File: config.mk
export PLATFORM = sky130hd
export DESIGN_NAME = mem_stage_unit
export DESIGN_NICKNAME = d
export VERILOG_FILES = /design/src/rtl/mem_stage_unit.sv
export SDC_FILE = /design/constraint.sdc
export NUM_CORES = 1
export LEC_CHECK = 0
export ABC_AREA = 1
export ABC_CLOCK_PERIOD_IN_PS = 2800
export BUFFER_PORTS_ARGS = -buffer_cell sky130_fd_sc_hd__buf_2
export CAP_MARGIN = 20
export CORE_MARGIN = 2
export CORE_UTILIZATION = 50
export DETAILED_ROUTE_END_ITERATION = 6
export PLACE_DENSITY = 0.85
export SLEW_MARGIN = 20
export SYNTH_ARGS = -nofsm -noshare
export SYNTH_HDL_FRONTEND = slang
export SYNTH_SLANG_ARGS = --single-unit
File: constraint.sdc
create_clock -name clk -period 2.8 [get_ports clk]
set_clock_uncertainty 0.2 [all_clocks]
set_input_delay 0.56 -clock clk [delete_from_list [all_inputs] [get_ports clk]]
set_output_delay 0.56 -clock clk [all_outputs]
set_load 0.02 [all_outputs]
File: src/rtl/mem_stage_unit.sv
// Purpose : MEM pipeline stage; latches the EXE payload, aligns/extends SRAM load data, feeds WB and the ID forward bus.
// Latency : one cycle EXE->MEM register; load data and WB payload are combinational from the registered state.
// Backpressure: ms_allowin = !ms_valid | ws_allowin; SRAM read data is captured in a hold buffer while WB stalls.
//
// Ports:
//   clk, resetn        clock (rising edge) and asynchronous active-low reset
//   ws_allowin         WB can accept this cycle
//   ms_allowin         MEM can accept from EXE this cycle
//   es_to_ms_valid/bus EXE instruction {ld_op[4:0],res_from_mem,gr_we,dest[4:0],alu_res[31:0],pc[31:0]}
//   data_sram_rdata    synchronous SRAM read data, valid only in the cycle after the request
//   ms_to_ws_valid/bus instruction handed to WB {gr_we,dest[4:0],final_result[31:0],pc[31:0]}
//   ms_fwd_valid/dest/data  forwarding bus back to ID
//   out_ms_valid       MEM occupancy, for ID hazard logic

module mem_stage_unit #(
    parameter int ES_BUS_W = 76,
    parameter int WS_BUS_W = 70
) (
    input  logic                clk,
    input  logic                resetn,
    input  logic                ws_allowin,
    output logic                ms_allowin,
    input  logic                es_to_ms_valid,
    input  logic [ES_BUS_W-1:0] es_to_ms_bus,
    input  logic [31:0]         data_sram_rdata,
    output logic                ms_to_ws_valid,
    output logic [WS_BUS_W-1:0] ms_to_ws_bus,
    output logic                ms_fwd_valid,
    output logic [4:0]          ms_fwd_dest,
    output logic [31:0]         ms_fwd_data,
    output logic                out_ms_valid
);

    // ld_op = {ld_b, ld_bu, ld_h, ld_hu, ld_w}, one-hot or zero
    typedef struct packed {
        logic [4:0]  ld_op;
        logic        res_from_mem;
        logic        gr_we;
        logic [4:0]  dest;
        logic [31:0] alu_res;
        logic [31:0] pc;
    } es_bus_t;

    typedef struct packed {
        logic        gr_we;
        logic [4:0]  dest;
        logic [31:0] final_result;
        logic [31:0] pc;
    } ws_bus_t;

    localparam logic [4:0] LD_B  = 5'b10000;
    localparam logic [4:0] LD_BU = 5'b01000;
    localparam logic [4:0] LD_H  = 5'b00100;
    localparam logic [4:0] LD_HU = 5'b00010;
    localparam logic [4:0] LD_W  = 5'b00001;

    // ---------------------------------------------------------------
    // State
    // ---------------------------------------------------------------
    logic        ms_valid;
    logic        first_cyc;   // first occupancy cycle: live rdata belongs to this instruction
    logic        hold_vld;
    logic [31:0] hold_data;
    es_bus_t     bus_r;

    logic        ms_ready_go;
    logic        accept;
    logic        leave;

    assign ms_ready_go = 1'b1;
    assign ms_allowin  = !ms_valid || (ms_ready_go && ws_allowin);
    assign accept      = es_to_ms_valid && ms_allowin;
    assign leave       = ms_valid && ms_ready_go && ws_allowin;

    always_ff @(posedge clk or negedge resetn) begin
        if (!resetn) begin
            ms_valid  <= 1'b0;
            first_cyc <= 1'b0;
            hold_vld  <= 1'b0;
            hold_data <= 32'd0;
            bus_r     <= '0;
        end else begin
            if (ms_allowin) begin
                ms_valid <= es_to_ms_valid;
            end
            if (accept) begin
                bus_r <= es_bus_t'(es_to_ms_bus);
            end
            first_cyc <= accept;

            // The SRAM only drives the load data for one cycle; if WB is not
            // taking the instruction in that cycle, keep a private copy so the
            // WB payload and forward data stay stable for the whole stall.
            // Leaving wins, so any instruction arriving next starts with an
            // empty hold buffer.
            if (leave) begin
                hold_vld <= 1'b0;
            end else if (first_cyc && ms_valid && bus_r.res_from_mem && !ws_allowin) begin
                hold_vld  <= 1'b1;
                hold_data <= data_sram_rdata;
            end
        end
    end

    // ---------------------------------------------------------------
    // Load data alignment and extension
    // ---------------------------------------------------------------
    logic [31:0] ld_raw;
    logic [1:0]  addr_lo;
    logic [7:0]  ld_byte;
    logic [15:0] ld_half;
    logic [31:0] ld_result;
    logic [31:0] final_result;

    assign ld_raw  = hold_vld ? hold_data : data_sram_rdata;
    assign addr_lo = bus_r.alu_res[1:0];

    always_comb begin
        ld_byte = ld_raw[7:0];
        case (addr_lo)
            2'd0: ld_byte = ld_raw[7:0];
            2'd1: ld_byte = ld_raw[15:8];
            2'd2: ld_byte = ld_raw[23:16];
            2'd3: ld_byte = ld_raw[31:24];
            default: ld_byte = ld_raw[7:0];
        endcase
    end

    // Halfword misalignment is rejected upstream, so only addr_lo[1] matters.
    assign ld_half = addr_lo[1] ? ld_raw[31:16] : ld_raw[15:0];

    always_comb begin
        ld_result = ld_raw;
        case (bus_r.ld_op)
            LD_B:    ld_result = {{24{ld_byte[7]}}, ld_byte};
            LD_BU:   ld_result = {24'd0, ld_byte};
            LD_H:    ld_result = {{16{ld_half[15]}}, ld_half};
            LD_HU:   ld_result = {16'd0, ld_half};
            LD_W:    ld_result = ld_raw;
            default: ld_result = ld_raw;
        endcase
    end

    assign final_result = bus_r.res_from_mem ? ld_result : bus_r.alu_res;

    // ---------------------------------------------------------------
    // Outputs to WB and ID
    // ---------------------------------------------------------------
    ws_bus_t ws_bus;

    always_comb begin
        ws_bus              = '0;
        ws_bus.gr_we        = bus_r.gr_we;
        ws_bus.dest         = bus_r.dest;
        ws_bus.final_result = final_result;
        ws_bus.pc           = bus_r.pc;
    end

    assign ms_to_ws_valid = ms_valid && ms_ready_go;
    assign ms_to_ws_bus   = ws_bus;

    assign ms_fwd_valid = ms_valid && bus_r.gr_we && (bus_r.dest != 5'd0);
    assign ms_fwd_dest  = bus_r.dest;
    assign ms_fwd_data  = final_result;
    assign out_ms_valid = ms_valid;

endmodule

==> flow_summary.ini, run 1 <==
[place]
dp_hpwl_um = 12800
io_buffers = 222
placed_cells = 1231
gp_congestion = 0.943

[grt]
antenna_found_initial = 0
grt_usage = 0.253
grt_pass1_wl_um = 28400
grt_max_degree = 68
grt_pass1_vias = 5734
gr-total-overflow = 0

[synthesis]
synthAdderAreaFrac = 0
ys.flop_type = dfrtp_1
async_flop_share = 1.00
synth_compound_area_frac = 0.0743
netlist_instances = 937
synth_top_family_by_area = simple AND/OR/NAND/NOR gates
postSynthAreaPerCell_um2 = 6.99
synth_most_common_cell = nand2_1
yosysTopAreaCell = dfrtp_1
synth_warnings = 0
synth_commonest_cells = 431 x nand2_1, 111 x dfrtp_1, 77 x buf_4, 71 x nor2_1, 50 x inv_1
syn_nets = 1049
yosys-mux-area-fraction = 0.00515
synth_xor_xnor_area_share = 0
synthSimpleGateAreaFrac = 0.342
synth_edf_count = 0
seq_area_frac_synth = 0.424
yosysUniqueCellTypes = 27
ys_seq_elements = 111
syn_area_mm2 = 0.00655
synth_top_area_share = 0.424
synth_area_leaders = dfrtp_1 42%, nand2_1 25%, buf_4 8.8%, nor2_1 4.1%, o21ai_0 3.5%

[min_path]
hold_start = es_to_ms_bus[61]
holdPathEnd = bus_r[61]
hold_depth = 3
hold_path_class = in2reg

[power_and_ir_drop]
p_comb_frac = 0.418
peakVddDrop_mv = 0.466
p_int_mw = 3.49
seq_power_share = 0.356
net-switching-power_mw = 2.33
clockPowerShare = 0.226
switching_share = 0.401
power_density_mw_per_mm2 = 690
cellLeakagePower_nw = 4.61

[timing]
fmax_ghz = 0.348
min_period_ps = 2870
hold_viol = 0
grt_setup_unrepaired = yes
period_share = 1.03
worst_slew_pin_slew_ps = 739
slew_viol_final = 0
setup_ws_ps = -72.4
tns_ps = -2230
setup-violations-final = 58
max_slew_margin = 0.507

[detailed_routing]
avgViaCountPerCell = 4.97
ant_nets = 0
drc = 0
wire_per_inst_um = 14.6
routed_wl_um = 18400
dr.pass1.iters = 5
via_count = 6291
drt_iter0_drc = 506

[critical_path]
end_kind = output port
cp.buffers_inverters = 4
crit_family = simple AND/OR/NAND/NOR gates
rrSetupSlack_ps = 750
rr_endpoint = hold_data[1]
path_max_fanout = 7
slowest_delay_ps = 420
reg2regPathDepth = 5
worstPathArrival_ps = 2110
crit_path_start_kind = flip-flop
crit_type = reg2out
slowest_stage = dfrtp_1
crit_path_cell_trace = inv_2, nor2_4, nand3_4, nand2_8, nor2_4, buf_6, buf_6, nand2_1, nand2_1, nor2_2, nor2_2, buf_4
crit_required_ps = 2040
r2r_start = bus_r[70]

[status]
run_status = finished with violations
violations = negative setup slack

[final_layout]
antennaDiodeCount = 0
fill_cells = 1124
nNetsFinal = 1202
area_delta_synth_final_pct = 28.7
instances_no_fill = 1267
layout-drive-gt1-share = 0.349
utilization = 0.663

[cts]
h-tree-depth = 3
cts_tree = yes
insertion_delay_ps = 360
ctsLongestPathBuffers = 2
cts_buffers = 9
cts-root-buf = clkbuf_16
path_clk_slew_ps = 80
cts.sinks = 111

[floorplan]
fp.dieW_um = 118
die_y_um = 118
start_util = 0.515
dieArea_mm2 = 0.0140
io_pins = 223
core_area_mm2 = 0.0127
rows = 41

[run]
cap_violations = 0
[per-stage QoR]
stage               setup slack (ps)  hold WS (ps)  instance area (µm²)  power (mW)
floorplan                        306          64.4                 6550        3.63
finish                         -72.4           186                 8440        5.83
detailed placement               162           251                 7290        4.05
CTS                            -32.4           176                 7900        5.51
global route                    -177           174                 8440        6.16
global placement                 197           249                 7290        4.01
[routing by layer]
layer	global-route usage	part of all wire	wire length (µm)
met5	0	0	0
met4	0.0722	0.029	534
met3	0.0859	0.092	1710
met2	0.419	0.49	8970
met1	0.314	0.39	7240
[cells by family (layout without fill, tap and decap cells)]
family	after synthesis	count (layout)
AO/OA/AOI/OAI	92	92
buffers and inverters	174	331
flip-flops	111	111
multiplexers	3	3
AND/OR/NAND/NOR	557	558
[cell type report]
type / count / area [µm²] / share of cell area
flip-flops and latches: 111 / 2780 / 0.330
inverters: 54 / 219 / 0.0260
well taps: 172 / 215 / 0.0255
multi-input cells: 653 / 3120 / 0.369
clock inverters: 7 / 82.6 / 0.00979
clock buffers: 9 / 225 / 0.0267
repair buffers: 261 / 1800 / 0.213
[power groups by stage]
| stage | logic, mW | clock network (mW) | registers, mW |
|---|---|---|---|
| finish | 2.44 | 1.31 | 2.08 |
| global route | 2.64 | 1.41 | 2.11 |
| CTS | 2.11 | 1.34 | 2.07 |
| detailed placement | 1.96 | 0 | 2.09 |
| global placement | 1.93 | 0 | 2.08 |
| floorplan | 1.58 | 0 | 2.05 |
[registers in the layout (all words and copies together) (netlist names)]
name            cells
hold_vld            1
ms_to_ws_valid      1
ms_to_ws_bus       33
ms_fwd_dest         5
hold_data          32
first_cyc           1
addr_lo             2
bus_r              36
[worst min-delay path: stages]
cell and delay, ps:
buf_2 70, nand2_1 40, nand2_1 50
[layout by cell type (no fill, tap or decap), types with 4 or more instances in the layout]
master       n
nand2_1    415
buf_2      171
dfrtp_1    108
inv_1       47
buf_4       43
o21ai_0     42
nor2_1      41
buf_6       34
nor2_4      28
nor2_2      28
a21oi_1     23
o21ai_1     19
nand2_2     15
nand3_1     14
clkbuf_16   11
buf_12       8
a21oi_2      7
inv_2        4
nand3_4      4
inv_8        4
nand2_4      4
[how the worst max path moves through the flow]
stage                             start               end  slack, ps  cells after the start
floorplan           data_sram_rdata[15]  ms_to_ws_bus[40]        310                     11
global placement    data_sram_rdata[15]    ms_fwd_data[8]        200                     12
detailed placement  data_sram_rdata[15]  ms_to_ws_bus[40]        160                     12
CTS                            hold_vld  ms_to_ws_bus[58]        -30                     14
global route                  bus_r[73]   ms_fwd_data[24]       -180                     12
finish                        bus_r[73]   ms_fwd_data[24]        -70                     12
[repair_timing]
action | in CTS | in global routing
hold buffers | 1 | 0
setup endpoints to repair | 62 | 64
setup buffers | 9 | 6
resized for setup | 65 | 118
gates cloned | 1 | 3
pin swaps | 18 | 18
endpoints found under the hold margin | 30 | 0
Power figures use the tool's default switching activity.
==> run 2: changes to the inputs <==
--- a/config.mk
+++ b/config.mk
@@ -10,9 +10,9 @@
 export BUFFER_PORTS_ARGS = -buffer_cell sky130_fd_sc_hd__buf_2
 export CAP_MARGIN = 20
 export CORE_MARGIN = 2
-export CORE_UTILIZATION = 50
+export CORE_UTILIZATION = 51
 export DETAILED_ROUTE_END_ITERATION = 6
-export PLACE_DENSITY = 0.85
+export PLACE_DENSITY = 0.86
 export SLEW_MARGIN = 20
 export SYNTH_ARGS = -nofsm -noshare
 export SYNTH_HDL_FRONTEND = slang
==> flow_summary.ini, run 2 (synthesized netlist as in run 1, its figures left out) <==
[critical_path]
slowest_delay_ps = 500
path_max_fanout = 8
rr_endpoint = hold_data[31]
worstPathArrival_ps = 2110
reg2regPathDepth = 5
rrSetupSlack_ps = 1020
crit_path_start_kind = flip-flop
crit_family = simple AND/OR/NAND/NOR gates
slowest_stage = dfrtp_2
crit_type = reg2out
r2r_start = ms_to_ws_valid
cp_num_cells = 11
crit_required_ps = 2040
startpoint = hold_vld
cp.buffers_inverters = 3
crit_path_cell_trace = inv_2, nand2_1, nand2_2, nand2_1, nand2_1, nand4_1, buf_4, nand2_4, nor2_1, nor2_1, buf_4
end_kind = output port
critPathCapture = ms_to_ws_bus[51]
cpMostUsedCell = nand2_1

[final_layout]
layout-drive-gt1-share = 0.327
instances_no_fill = 1258
mostFrequentLayoutCell = nand2_1
nNetsFinal = 1192
final_cell_mix = 424 x nand2_1, 178 x buf_2, 108 x dfrtp_1
max_flop_register = bus_r
area_delta_synth_final_pct = 21.4
largest_reg_flops = 36

[grt]
grt_max_degree = 69
grt_pass1_wl_um = 28800
antenna_found_initial = 0
gr-total-overflow = 0
grt_usage = 0.260
grt_pass1_vias = 5770

[power_and_ir_drop]
power_density_mw_per_mm2 = 693
seq_power_share = 0.378
net-switching-power_mw = 2.18
clockPowerShare = 0.232
p_int_mw = 3.33
switching_share = 0.395
peakVddDrop_mv = 0.562
cellLeakagePower_nw = 4.48
p_comb_frac = 0.390
p_total_mw = 5.51

[place]
placed_cells = 1234
dp_hpwl_um = 13400
gp_congestion = 0.987
io_buffers = 222

[detailed_routing]
avgViaCountPerCell = 4.93
drt_iter0_drc = 452
wire_per_inst_um = 14.4
drc = 0
ant_nets = 0
routed_wl_um = 18100
via_count = 6205
dr.pass1.iters = 5

[cts]
h-tree-depth = 3
cts-root-buf = clkbuf_16
cts_tree = yes
ctsLongestPathBuffers = 2
cts_buffers = 9
insertion_delay_ps = 360
path_clk_slew_ps = 80
cts.sinks = 111

[timing]
min_period_ps = 2870
setup-violations-final = 46
hold_viol = 0
worst_slew_pin_slew_ps = 531
max_slew_margin = 0.646
grt_setup_unrepaired = yes
slew_viol_final = 0
period_share = 1.03
fmax_ghz = 0.348
setup_ws_ps = -73.5

[status]
violations = negative setup slack
run_status = finished with violations

[floorplan]
dieArea_mm2 = 0.0138
start_util = 0.521
die_y_um = 117
fp.dieW_um = 117
core_area_mm2 = 0.0126
io_pins = 223
rows = 41

[run]
cap_violations = 0

[min_path]
hold_path_class = in2reg
run 2: metrics by stage:
| step | util | hold WS, ps | area [µm²] | setup WS (ps) | setup TNS (ps) |
|---|---|---|---|---|---|
| CTS | 0.612 | 181 | 7690 | -2.09 | -2.09 |
| global placement | 0.582 | 225 | 7310 | 172 | 0 |
| detailed placement | 0.582 | 223 | 7310 | 167 | 0 |
| floorplan | - | 64.4 | 6550 | 306 | 0 |
| finish | 0.633 | 194 | 7960 | -73.5 | -1160 |
| global route | 0.633 | 189 | 7960 | -202 | -6750 |
run 2: power groups by stage:
stage | logic [mW] | clock network, mW | registers, mW
2_1_floorplan | 1.58 | 0 | 2.05
3_3_place_gp | 1.94 | 0 | 2.09
3_5_place_dp | 1.97 | 0 | 2.10
4_1_cts | 2.00 | 1.31 | 2.08
5_1_grt | 2.35 | 1.37 | 2.12
6_report | 2.15 | 1.28 | 2.08
run 2: final cells by class:
cell class                      count  area (µm²)
Fill cell                        1151        4610
Multi-Input combinational cell    653        2930
Sequential cell                   111        2780
Timing Repair Buffer              251        1530
Clock buffer                       10         239
Tap cell                          172         215
Inverter                           54         208
Clock inverter                      6        58.8
Antenna cell                        1        2.50
run 2: how the worst min path moves through the flow:
stage / start / to / slack, ps / depth (start not counted)
after floorplan: resetn / addr_lo[0] / 60 / 0
after global placement: resetn / hold_data[23] / 220 / 1
after detailed placement: resetn / hold_data[29] / 220 / 1
after CTS: es_to_ms_bus[26] / ms_to_ws_bus[26] / 180 / 3
after global routing: es_to_ms_bus[31] / ms_to_ws_bus[31] / 190 / 3
final: es_to_ms_bus[0] / ms_to_ws_bus[0] / 190 / 3
run 2: worst reg2reg max path, stage by stage, from the launching register on:
cell	delay, ps
dfrtp_1	430
inv_1	90
nor2_2	60
nand3_2	50
buf_4	440
mux2_2	400
run 2: what timing repair did:
action / CTS / global route
cloned: 1 / 1
hold endpoints to repair: 11 / 0
buffers inserted: 2 / 2
pin swaps: 2 / 5
gates resized for setup: 18 / 83
hold buffers: 1 / 0
setup endpoints to repair: 60 / 62
run 2: per-layer routing:
layer | GRT usage | vias to the layer above | routed length [µm]
met5 | 0 | - | 0
met4 | 0.0836 | 0 | 415
met3 | 0.0827 | 31 | 1690
met2 | 0.436 | 269 | 8890
met1 | 0.319 | 2831 | 7100
li1 | - | 3074 | -
==> run 3: changes to the inputs <==
==> constraint.sdc (replaced) <==
create_clock -name clk -period 2.8 [get_ports clk]
set_clock_uncertainty 0.2 [all_clocks]
set_input_delay 0.56 -clock clk [delete_from_list [all_inputs] [get_ports clk]]
set_output_delay 0.56 -clock clk [all_outputs]
set_load 0.05 [all_outputs]
==> flow_summary.ini, run 3 (synthesized netlist as in run 1, its figures left out) <==
[status]
run_status = finished with violations
violations = negative setup slack

[critical_path]
end_kind = output port
crit_type = reg2out
crit_required_ps = 2040
rrSetupSlack_ps = 580
reg2regPathDepth = 6
r2r_start = ms_to_ws_valid
crit_path_start_kind = flip-flop
rr_endpoint = bus_r[43]
worstPathArrival_ps = 2170
critPathCapture = ms_fwd_data[26]
path_max_fanout = 7
startpoint = hold_vld

[final_layout]
antennaDiodeCount = 0
mostFrequentLayoutCell = nand2_1
final_cell_mix = 405 x nand2_1, 157 x buf_2, 107 x dfrtp_1
area_delta_synth_final_pct = 36.5
largest_reg_flops = 36
final-seq-area_mm2 = 0.00278
fill_cells = 948
nNetsFinal = 1221
max_flop_register = bus_r
multi_input_area_mm2 = 0.00323
layout-drive-gt1-share = 0.389
instances_no_fill = 1285

[floorplan]
dieArea_mm2 = 0.0138
rows = 41
core_area_mm2 = 0.0126
fp.dieW_um = 117
start_util = 0.521
die_y_um = 117
io_pins = 223

[grt]
grt_pass1_vias = 6023
use_met3 = 0.0890
gr-usage-met2 = 0.462
grt_usage = 0.267
grt.busiest_layer = met2
antenna_found_initial = 0
grt_pass1_wl_um = 29700
grt_max_degree = 57
gr-total-overflow = 0
gr-usage-met1 = 0.319

[timing]
period_share = 1.05
min_period_ps = 2930
grt_setup_unrepaired = yes
setup_ws_ps = -131
hold_viol = 0
slew_viol_final = 0
max_slew_margin = 0.598
fmax_ghz = 0.341
whs_ps = 188
worst_slew_pin_slew_ps = 602
setup-violations-final = 54

[cts]
h-tree-depth = 3
path_clk_slew_ps = 80
cts-root-buf = clkbuf_16
insertion_delay_ps = 360
cts_tree = yes
cts.sinks = 111
cts_buffers = 9
ctsLongestPathBuffers = 2

[place]
gp_congestion = 0.907
placed_cells = 1243
dp_hpwl_um = 13400
dp_slack_ps = 158
io_buffers = 222

[min_path]
hold_path_class = in2reg

[detailed_routing]
drc = 0
ant_nets = 0
routed_wl_um = 20000
dr.pass1.iters = 5
via_count = 6497
avgViaCountPerCell = 5.06
wire_per_inst_um = 15.6
drt_iter0_drc = 571

[run]
cap_violations = 0

[power_and_ir_drop]
switching_share = 0.458
peakVddDrop_mv = 0.561
clockPowerShare = 0.185
cellLeakagePower_nw = 4.82
power_density_mw_per_mm2 = 764
seq_power_share = 0.305
net-switching-power_mw = 3.13
p_comb_frac = 0.509
p_int_mw = 3.71
-- run 3: changes by cell type in the layout (fill, tap and decap cells not counted), moves of 19 or more --
cell and change:
buf_8 +21, nand2_1 -19, nor2_4 +27, buf_6 +47
buf_2 -21, nor2_1 -21, buf_4 -23
-- run 3: what timing repair did --
item	4_1_cts	5_1_grt
gates resized for setup	109	173
pin swaps	1	31
setup endpoints to repair	62	64
endpoints found under the hold margin	21	0
hold buffers	1	0
gates cloned	0	5
buffers inserted	2	20
-- run 3: critical path, stage by stage (launching register included) --
cell and delay [ps]:
dfrtp_2 500, inv_2 120, nand2_1 110, nand2_4 120
nand2_2 50, nand2_2 60, nand4_1 130, nand2_4 150
clkbuf_16 180, nor2_4 50, nor2_4 160, buf_8 170
-- run 3: through the flow --
stage	area, µm²	power [mW]	setup TNS [ps]	utilization
after floorplan	6590	4.37	0	-
after CTS	8060	6.34	-3460	0.641
after global placement	7430	4.78	0	0.591
after global routing	8950	7.16	-9790	0.712
after detailed placement	7430	4.83	0	0.591
final	8950	6.84	-4140	0.712
-- run 3: worst min path at each step --
stage | from | end | cells past startpoint
global route | es_to_ms_bus[5] | ms_to_ws_bus[5] | 3
CTS | es_to_ms_bus[2] | ms_to_ws_bus[2] | 3
detailed placement | ms_to_ws_bus[19] | ms_to_ws_bus[19] | 2
global placement | ms_to_ws_bus[7] | ms_to_ws_bus[7] | 2
finish | es_to_ms_bus[2] | ms_to_ws_bus[2] | 3
floorplan | resetn | addr_lo[0] | 0
-- run 3: cell type report --
cell class,instances,area share
Multi-Input combinational cell,652,0.361
Sequential cell,111,0.311
Timing Repair Buffer,281,0.249
Clock buffer,9,0.0252
Tap cell,172,0.0241
Inverter,54,0.0232
Clock inverter,6,0.00671
-- run 3: routing by layer --
layer  vias to the layer above  routed length (µm)  part of all wire
met5                         -                   0                 0
met4                         0                 670             0.033
met3                        56                1870             0.093
met2                       313               10100              0.51
met1                      3000                7330              0.37
li1                       3128                   -                 -
-- run 3: power by group through the flow --
| stage | sequential, mW | combinational [mW] | clock, mW |
|---|---|---|---|
| 6_report | 2.09 | 3.48 | 1.27 |
| 5_1_grt | 2.12 | 3.67 | 1.36 |
| 4_1_cts | 2.07 | 2.98 | 1.28 |
| 3_5_place_dp | 2.09 | 2.74 | 0 |
| 3_3_place_gp | 2.08 | 2.70 | 0 |
| 2_1_floorplan | 2.05 | 2.31 | 0 |
